### config.mk
export PLATFORM = sky130hd
export DESIGN_NAME = countdown_timer_flat
export DESIGN_NICKNAME = d
export VERILOG_FILES = /design/src/rtl/countdown_timer_if.sv /design/src/rtl/countdown_timer.sv /design/src/flat_wrapper.sv
export SDC_FILE = /design/constraint.sdc
export NUM_CORES = 1
export LEC_CHECK = 0
export ABC_AREA = 1
export BUFFER_PORTS_ARGS = -buffer_cell sky130_fd_sc_hd__buf_4
export CORE_UTILIZATION = 49
export CTS_CLUSTER_DIAMETER = 60
export DETAILED_ROUTE_END_ITERATION = 6
export PLACE_DENSITY = 0.84
export SLEW_MARGIN = 0
export SYNTH_ARGS = -nofsm -noshare
export SYNTH_HDL_FRONTEND = slang
export SYNTH_SLANG_ARGS = --single-unit
### constraint.sdc
create_clock -name clock -period 1.7 [get_ports clock]
set_clock_uncertainty 0.15 [all_clocks]
set_input_delay 0.51 -clock clock [delete_from_list [all_inputs] [get_ports clock]]
set_output_delay 0.51 -clock clock [all_outputs]
set_load 0.02 [all_outputs]
### src/rtl/countdown_timer_if.sv
// Control/status bundle for countdown_timer: strobes and preset in, count and status out.
interface countdown_timer_if #(
    parameter int WIDTH = 8
);
    logic             enable;
    logic             load;
    logic [WIDTH-1:0] load_value;
    logic             start;
    logic             pause;
    logic [WIDTH-1:0] count;
    logic             running;
    logic             expired;
    logic             done_pulse;

    // Side that issues commands and watches the timer.
    modport master (
        output enable, load, load_value, start, pause,
        input  count, running, expired, done_pulse
    );

    // The timer itself.
    modport slave (
        input  enable, load, load_value, start, pause,
        output count, running, expired, done_pulse
    );
endinterface

### src/rtl/countdown_timer.sv
// Loadable down-counter with IDLE/RUN/PAUSED/DONE control and registered status.
// Command priority on every edge: clear > load > pause > start > enable.
module countdown_timer #(
    parameter int WIDTH = 8
) (
    input  logic                clock,
    input  logic                clear,
    countdown_timer_if.slave    bus
);
    typedef enum logic [1:0] {
        IDLE   = 2'd0,
        RUN    = 2'd1,
        PAUSED = 2'd2,
        DONE   = 2'd3
    } state_t;

    state_t           state_q, state_d;
    logic [WIDTH-1:0] count_q, count_d;
    logic             running_q, running_d;
    logic             expired_q, expired_d;
    logic             done_pulse_q, done_pulse_d;

    // Next state and count; clear is handled in the register block.
    always_comb begin
        state_d      = state_q;
        count_d      = count_q;
        done_pulse_d = 1'b0;
        if (bus.load) begin
            // Load wins over everything but clear and never decrements.
            count_d = bus.load_value;
            state_d = IDLE;
        end else begin
            unique case (state_q)
                IDLE: begin
                    if (bus.start) begin
                        if (count_q != '0) begin
                            state_d = RUN;
                        end else begin
                            // Starting an empty timer expires immediately.
                            state_d      = DONE;
                            done_pulse_d = 1'b1;
                        end
                    end
                end
                RUN: begin
                    if (bus.pause) begin
                        state_d = PAUSED;
                    end else if (bus.enable && count_q != '0) begin
                        count_d = count_q - WIDTH'(1);
                        if (count_q == WIDTH'(1)) begin
                            state_d      = DONE;
                            done_pulse_d = 1'b1;
                        end
                    end
                end
                PAUSED: begin
                    // A simultaneous pause keeps us parked.
                    if (!bus.pause && bus.start) begin
                        state_d = RUN;
                    end
                end
                DONE: begin
                    // Sticky until load or clear.
                end
                default: state_d = IDLE;
            endcase
        end
        running_d = (state_d == RUN);
        expired_d = (state_d == DONE);
    end

    // State and registered outputs, with synchronous clear.
    always_ff @(posedge clock) begin
        if (clear) begin
            state_q      <= IDLE;
            count_q      <= '0;
            running_q    <= 1'b0;
            expired_q    <= 1'b0;
            done_pulse_q <= 1'b0;
        end else begin
            state_q      <= state_d;
            count_q      <= count_d;
            running_q    <= running_d;
            expired_q    <= expired_d;
            done_pulse_q <= done_pulse_d;
        end
    end

    assign bus.count      = count_q;
    assign bus.running    = running_q;
    assign bus.expired    = expired_q;
    assign bus.done_pulse = done_pulse_q;
endmodule

### src/flat_wrapper.sv
// flat-port wrapper written by rule: the top's interface ports become plain ports
module countdown_timer_flat 
#(
    parameter int WIDTH = 8
)
  (clock, clear, bus_enable, bus_load, bus_load_value, bus_start, bus_pause, bus_count, bus_running, bus_expired, bus_done_pulse);
  countdown_timer_if #(.WIDTH(WIDTH)) bus_i ();
  input  logic clock;
  input  logic clear;
  input wire logic [$bits(bus_i.enable)-1:0] bus_enable;
  input wire logic [$bits(bus_i.load)-1:0] bus_load;
  input wire logic [$bits(bus_i.load_value)-1:0] bus_load_value;
  input wire logic [$bits(bus_i.start)-1:0] bus_start;
  input wire logic [$bits(bus_i.pause)-1:0] bus_pause;
  output wire logic [$bits(bus_i.count)-1:0] bus_count;
  output wire logic [$bits(bus_i.running)-1:0] bus_running;
  output wire logic [$bits(bus_i.expired)-1:0] bus_expired;
  output wire logic [$bits(bus_i.done_pulse)-1:0] bus_done_pulse;
  assign bus_i.enable = bus_enable;
  assign bus_i.load = bus_load;
  assign bus_i.load_value = bus_load_value;
  assign bus_i.start = bus_start;
  assign bus_i.pause = bus_pause;
  assign bus_count = bus_i.count;
  assign bus_running = bus_i.running;
  assign bus_expired = bus_i.expired;
  assign bus_done_pulse = bus_i.done_pulse;
  countdown_timer #(.WIDTH(WIDTH)) u_core (.clock(clock), .clear(clear), .bus(bus_i));
endmodule
# After elaboration in Yosys (flattened, before gate mapping)
# Index checks and enable logic that the tools add are counted.
# totals
reg_bits	13
elab_cells	39
# classes
addsub	1
eq_ne	6
muxes	18
reduce_logical	9
# op_table
op	n
8-bit 2-to-1 mux	4
2-bit 2-to-1 mux	7
8-bit by 1-bit == test with 1-bit output, second input constant	1
8-bit nonzero test	1
8-bit by 1-bit subtractor with 8-bit output, second input constant	1
2-bit case mux with 3 select lines	1
1-bit 2-to-1 mux	5
2-bit by 1-bit == test with 1-bit output, second input constant	2
2-bit == test, second input constant	2
2-bit nonzero test	2
3-bit AND reduction	1
1-bit logical AND	2
2-bit logical NOT	1
2-bit != test, second input constant	1
1-bit case mux with 2 select lines	1
2-bit OR reduction	1
1-bit logical NOT	1

# Logic depth before layout (Yosys ltp)
# depth
ltp_word	7
ltp_mapped	11
mapped_depth_nobuf	11

# Worst setup path before layout
# No wires, ideal clock.
# synth_timing
path_kind	reg2reg
start	register u_core.count_q[0], in the netlist u_core.bus.count[0]
end	register u_core.count_q[4], in the netlist u_core.bus.count[4]
setup_time_ns	0.127
arrival_time_ns	1.343
required_time_ns	1.423
setup_slack_ns	0.080
stages_incl_launch_ff	11
cell_sequence	dfxtp_1 inv_1 ha_1 inv_1 nor2_2 nand2_2 nand3_2 nand2_4 inv_4 nand2_1 a21oi_2
# synth_between
elab_chain_cells	5
word_cells_on_any_way	9
classes_between	1 x add/sub; 4 x mux; 4 x reduce/logical
# synth_rtl
element	line_no	rtl
start: declaration	countdown_timer.sv:18	logic [WIDTH-1:0] count_q, count_d;
start signal: assignment	countdown_timer.sv:82	count_q <= count_d;
8-bit by 1-bit subtractor with 8-bit output	countdown_timer.sv:49	count_d = count_q - WIDTH'(1);
8-bit 2-to-1 mux	countdown_timer.sv:48	end else if (bus.enable && count_q != '0) begin
8-bit 2-to-1 mux	countdown_timer.sv:46	if (bus.pause) begin
8-bit 2-to-1 mux	countdown_timer.sv:33	unique case (state_q)
8-bit 2-to-1 mux	countdown_timer.sv:28	if (bus.load) begin
# Several ways; a longest one is shown, not always the timed one. The select of a mux whose other input is x is not followed.
# A chain may end at the register's enable or synchronous reset.

# Final worst setup path
# layout_timing
start	register u_core.count_q[2], in the netlist u_core.bus.count[2]
end	output port bus_count[2]
# layout_rtl
element	line_no	rtl
end: declaration	flat_wrapper.sv:15	output wire logic [$bits(bus_i.count)-1:0] bus_count;
# No word-level cell between the ends.

==> flow_summary.toml <==
[sta]
max_freq_mhz = 615
rsz0062_at_grt = "true"
tightestPinTransition_ns = 0.378
timing.final.crit_share_pct = 95.6
fin_ws_ns = 0.0740
min_period_ns = 1.63
slew_headroom_pct = 74.8
hold_violations = 0
setup_viol = 0
timing.setup.tns_ns = 0
maxSlewViolCount = 0
holdWs_ns = 0.292

[clock_network]
clock_path_buffers = 2
insertion_delay_ns = 0.28
cts_tree = "yes"
cts_setup_buffers = 0
cts_resized = 0
cts.htree.levels = 1
clkTransAtPathRegs_ns = 0.08
cts.sinks = 13
cts_root_buf = "clkbuf_4"
holdBufCountCts = 0
cts_buffers = 3

[grt]
antenna_found_initial = 0
track_usage_pct = 23.2
grt-ovfl-total = 0
grt_max_degree = 12
grt_pass1_vias = 780
grt_pass1_wl_um = 3260

[worst_setup_path]
crit_family = "flip-flops"
slowest_delay_ns = 0.48
critical_path_depth = 1
worstPathRequired_ns = 1.04
arrival_ns = 0.97
crit_fanout = 6
worstSetupStartpointType = "flip-flop"
r2r_start = "u_core.bus.count[0]"
cp_num_buf_inv = 1
ff2ff_path_depth = 10
reg2reg_slack_ns = 0.13
cp-startpoint = "u_core.bus.count[2]"
cp-end-kind = "output pin"
rr_endpoint = "u_core.bus.count[4]"
crit_path_top_delay_cell = "dfxtp_1"
crit_end = "bus_count[2]"
path_cells = "buf_4"
worstSetupPathType = "flip-flop to output pin"

[outcome]
violations = "DRC"
outcome = "finished, violations left"

[routing]
wl_met1_um = 962
drt_pass1_iterations = 6
routed.top_layer = "met4"
routed_via_density = 5.13
routed_wl_um = 1990
num_vias = 913
route.detailed.drc = 2
avgRoutedWirePerCell_um = 11.2
drtIter0Drc = 44
wl_met3_um = 114
wl_met2_um = 898
route.antenna.remaining_nets = 0

[min_path]
hold_depth = 2
hold_path_class = "primary input to flip-flop"

[floorplan]
dieArea_um2 = 1880
dieWidth_um = 43.4
start_util_pct = 53.9
die_h_um = 43.4
fp.coreArea_um2 = 1560
rows = 14
io_pins = 25

[pwr]
total_power_mw = 0.795
clkPwrFrac_pct = 24.7
p_comb_share_pct = 31.7
power.density_nw_per_um2 = 747
ir_worst_vdd_uv = 550
p_sw_share_pct = 34.7
power_leakage_nw = 0.570
internal_power_mw = 0.519
p_sw_mw = 0.276
power_frac_seq_pct = 43.6

[flow_run]
maxCapViolCount = 0

[synth]
ys_types = 23
synthTopCellsByArea = "dfxtp_1, nand2_1, nor2_1, inv_1, ha_1"
synth_edf_count = 0
synth_top_area_share_pct = 31.0
ys_async_sr_fraction_pct = 0
yosysMostFrequentCell = "nand2_1"
synthCells = 135
ys.flop_type = "dfxtp_1"
syn_avg_cell_area_um2 = 6.22
synth_top_cell_by_area = "dfxtp_1"
syn_nets = 152
yosysSeqAreaShare_pct = 31.0
ys_ff_latch = 13
synth_warnings = 0
syn_area_um2 = 840
ys_top_cells_by_count = "nand2_1, nor2_1, inv_1, dfxtp_1, o21ai_0"

[placement]
dp_hpwl_um = 1610
place_ws_ns = 0.101
routabilityCongestion = 0.925
port_buffers = 24

[final_layout]
nets = 180
area_delta_synth_final_pct = 26.8
fill_cells = 136
num_antenna_cells = 0
drive_gt1_share_pct = 24.7
## worst reg2reg max path, cell delays in order, from the launching register on
cell and delay, ns:
dfxtp_1 0.32, inv_1 0.14, ha_1 0.17, inv_1 0.04, nor2_2 0.11, nand2_2 0.08
nand3_2 0.10, nand2_4 0.10, inv_4 0.10, nand2_1 0.07, a21oi_2 0.13
## layer usage
layer	vias to the layer above	GRT usage [%]
li1	477	-
met1	400	32.7
met2	34	35.5
met3	2	3.75
met4	0	9.38
met5	-	0
## kinds of logic (layout without fill, tap and decap cells)
| logic type | count (synthesis) | after routing | share of synthesized area [%] |
|---|---|---|---|
| simple gates | 78 | 78 | 40.7 |
| buf+inv | 23 | 50 | 11.2 |
| compound gates | 15 | 15 | 9.54 |
| flops | 13 | 13 | 31.0 |
| fa+ha+maj | 3 | 3 | 4.47 |
| xor+xnor | 3 | 3 | 3.13 |
## stage by stage
stage	utilization (%)	instances	area [µm²]
after detailed placement	66.6	174	1040
after floorplan	-	135	840
final	68.3	178	1060
after global placement	66.6	174	1040
after global routing	68.3	178	1060
after CTS	68.3	178	1060
## registers in the layout (all words and copies together) (netlist names)
register / flops
u_core.bus.expired: 1
u_core.bus.running: 1
u_core.bus.done_pulse: 1
u_core.bus.count: 8
u_core.state_q: 2
## layout by cell type (no fill, tap or decap), types with 2 or more instances in the layout
cell type / instances
dfxtp_1: 13
nand4_1: 5
o21ai_0: 7
nand3_1: 6
ha_1: 3
inv_2: 2
nand2_2: 2
buf_4: 26
xor2_1: 3
nor2_2: 3
inv_1: 16
nor2_1: 19
clkbuf_4: 3
a21oi_1: 6
nand2_1: 40
## worst min path at each step
stage | endpoint | startpoint | slack [ns]
2_1_floorplan | u_core.bus.done_pulse | u_core.state_q[1] | 0.41
3_3_place_gp | u_core.bus.count[3] | u_core.bus.count[3] | 0.38
3_5_place_dp | u_core.bus.count[3] | u_core.bus.count[3] | 0.39
4_1_cts | u_core.bus.count[4] | clear | 0.29
5_1_grt | u_core.bus.count[4] | clear | 0.29
6_report | u_core.bus.count[4] | clear | 0.29
## power groups by stage
stage	Combinational [mW]	Clock (mW)	Sequential [mW]
floorplan	0.145	0	0.372
global placement	0.248	0	0.353
detailed placement	0.251	0	0.353
CTS	0.253	0.200	0.346
global route	0.279	0.216	0.350
finish	0.252	0.196	0.347
## cell type report
class                   count  area, µm²  share of cell area (%)
well taps                  16       20.0                    1.88
flip-flops and latches     13        260                    24.4
inverters                  20       77.6                    7.29
clock buffers               4       26.3                    2.47
repair buffers             26        195                    18.3
multi-input cells          99        485                    45.6
(Power assumes the default switching activity.)
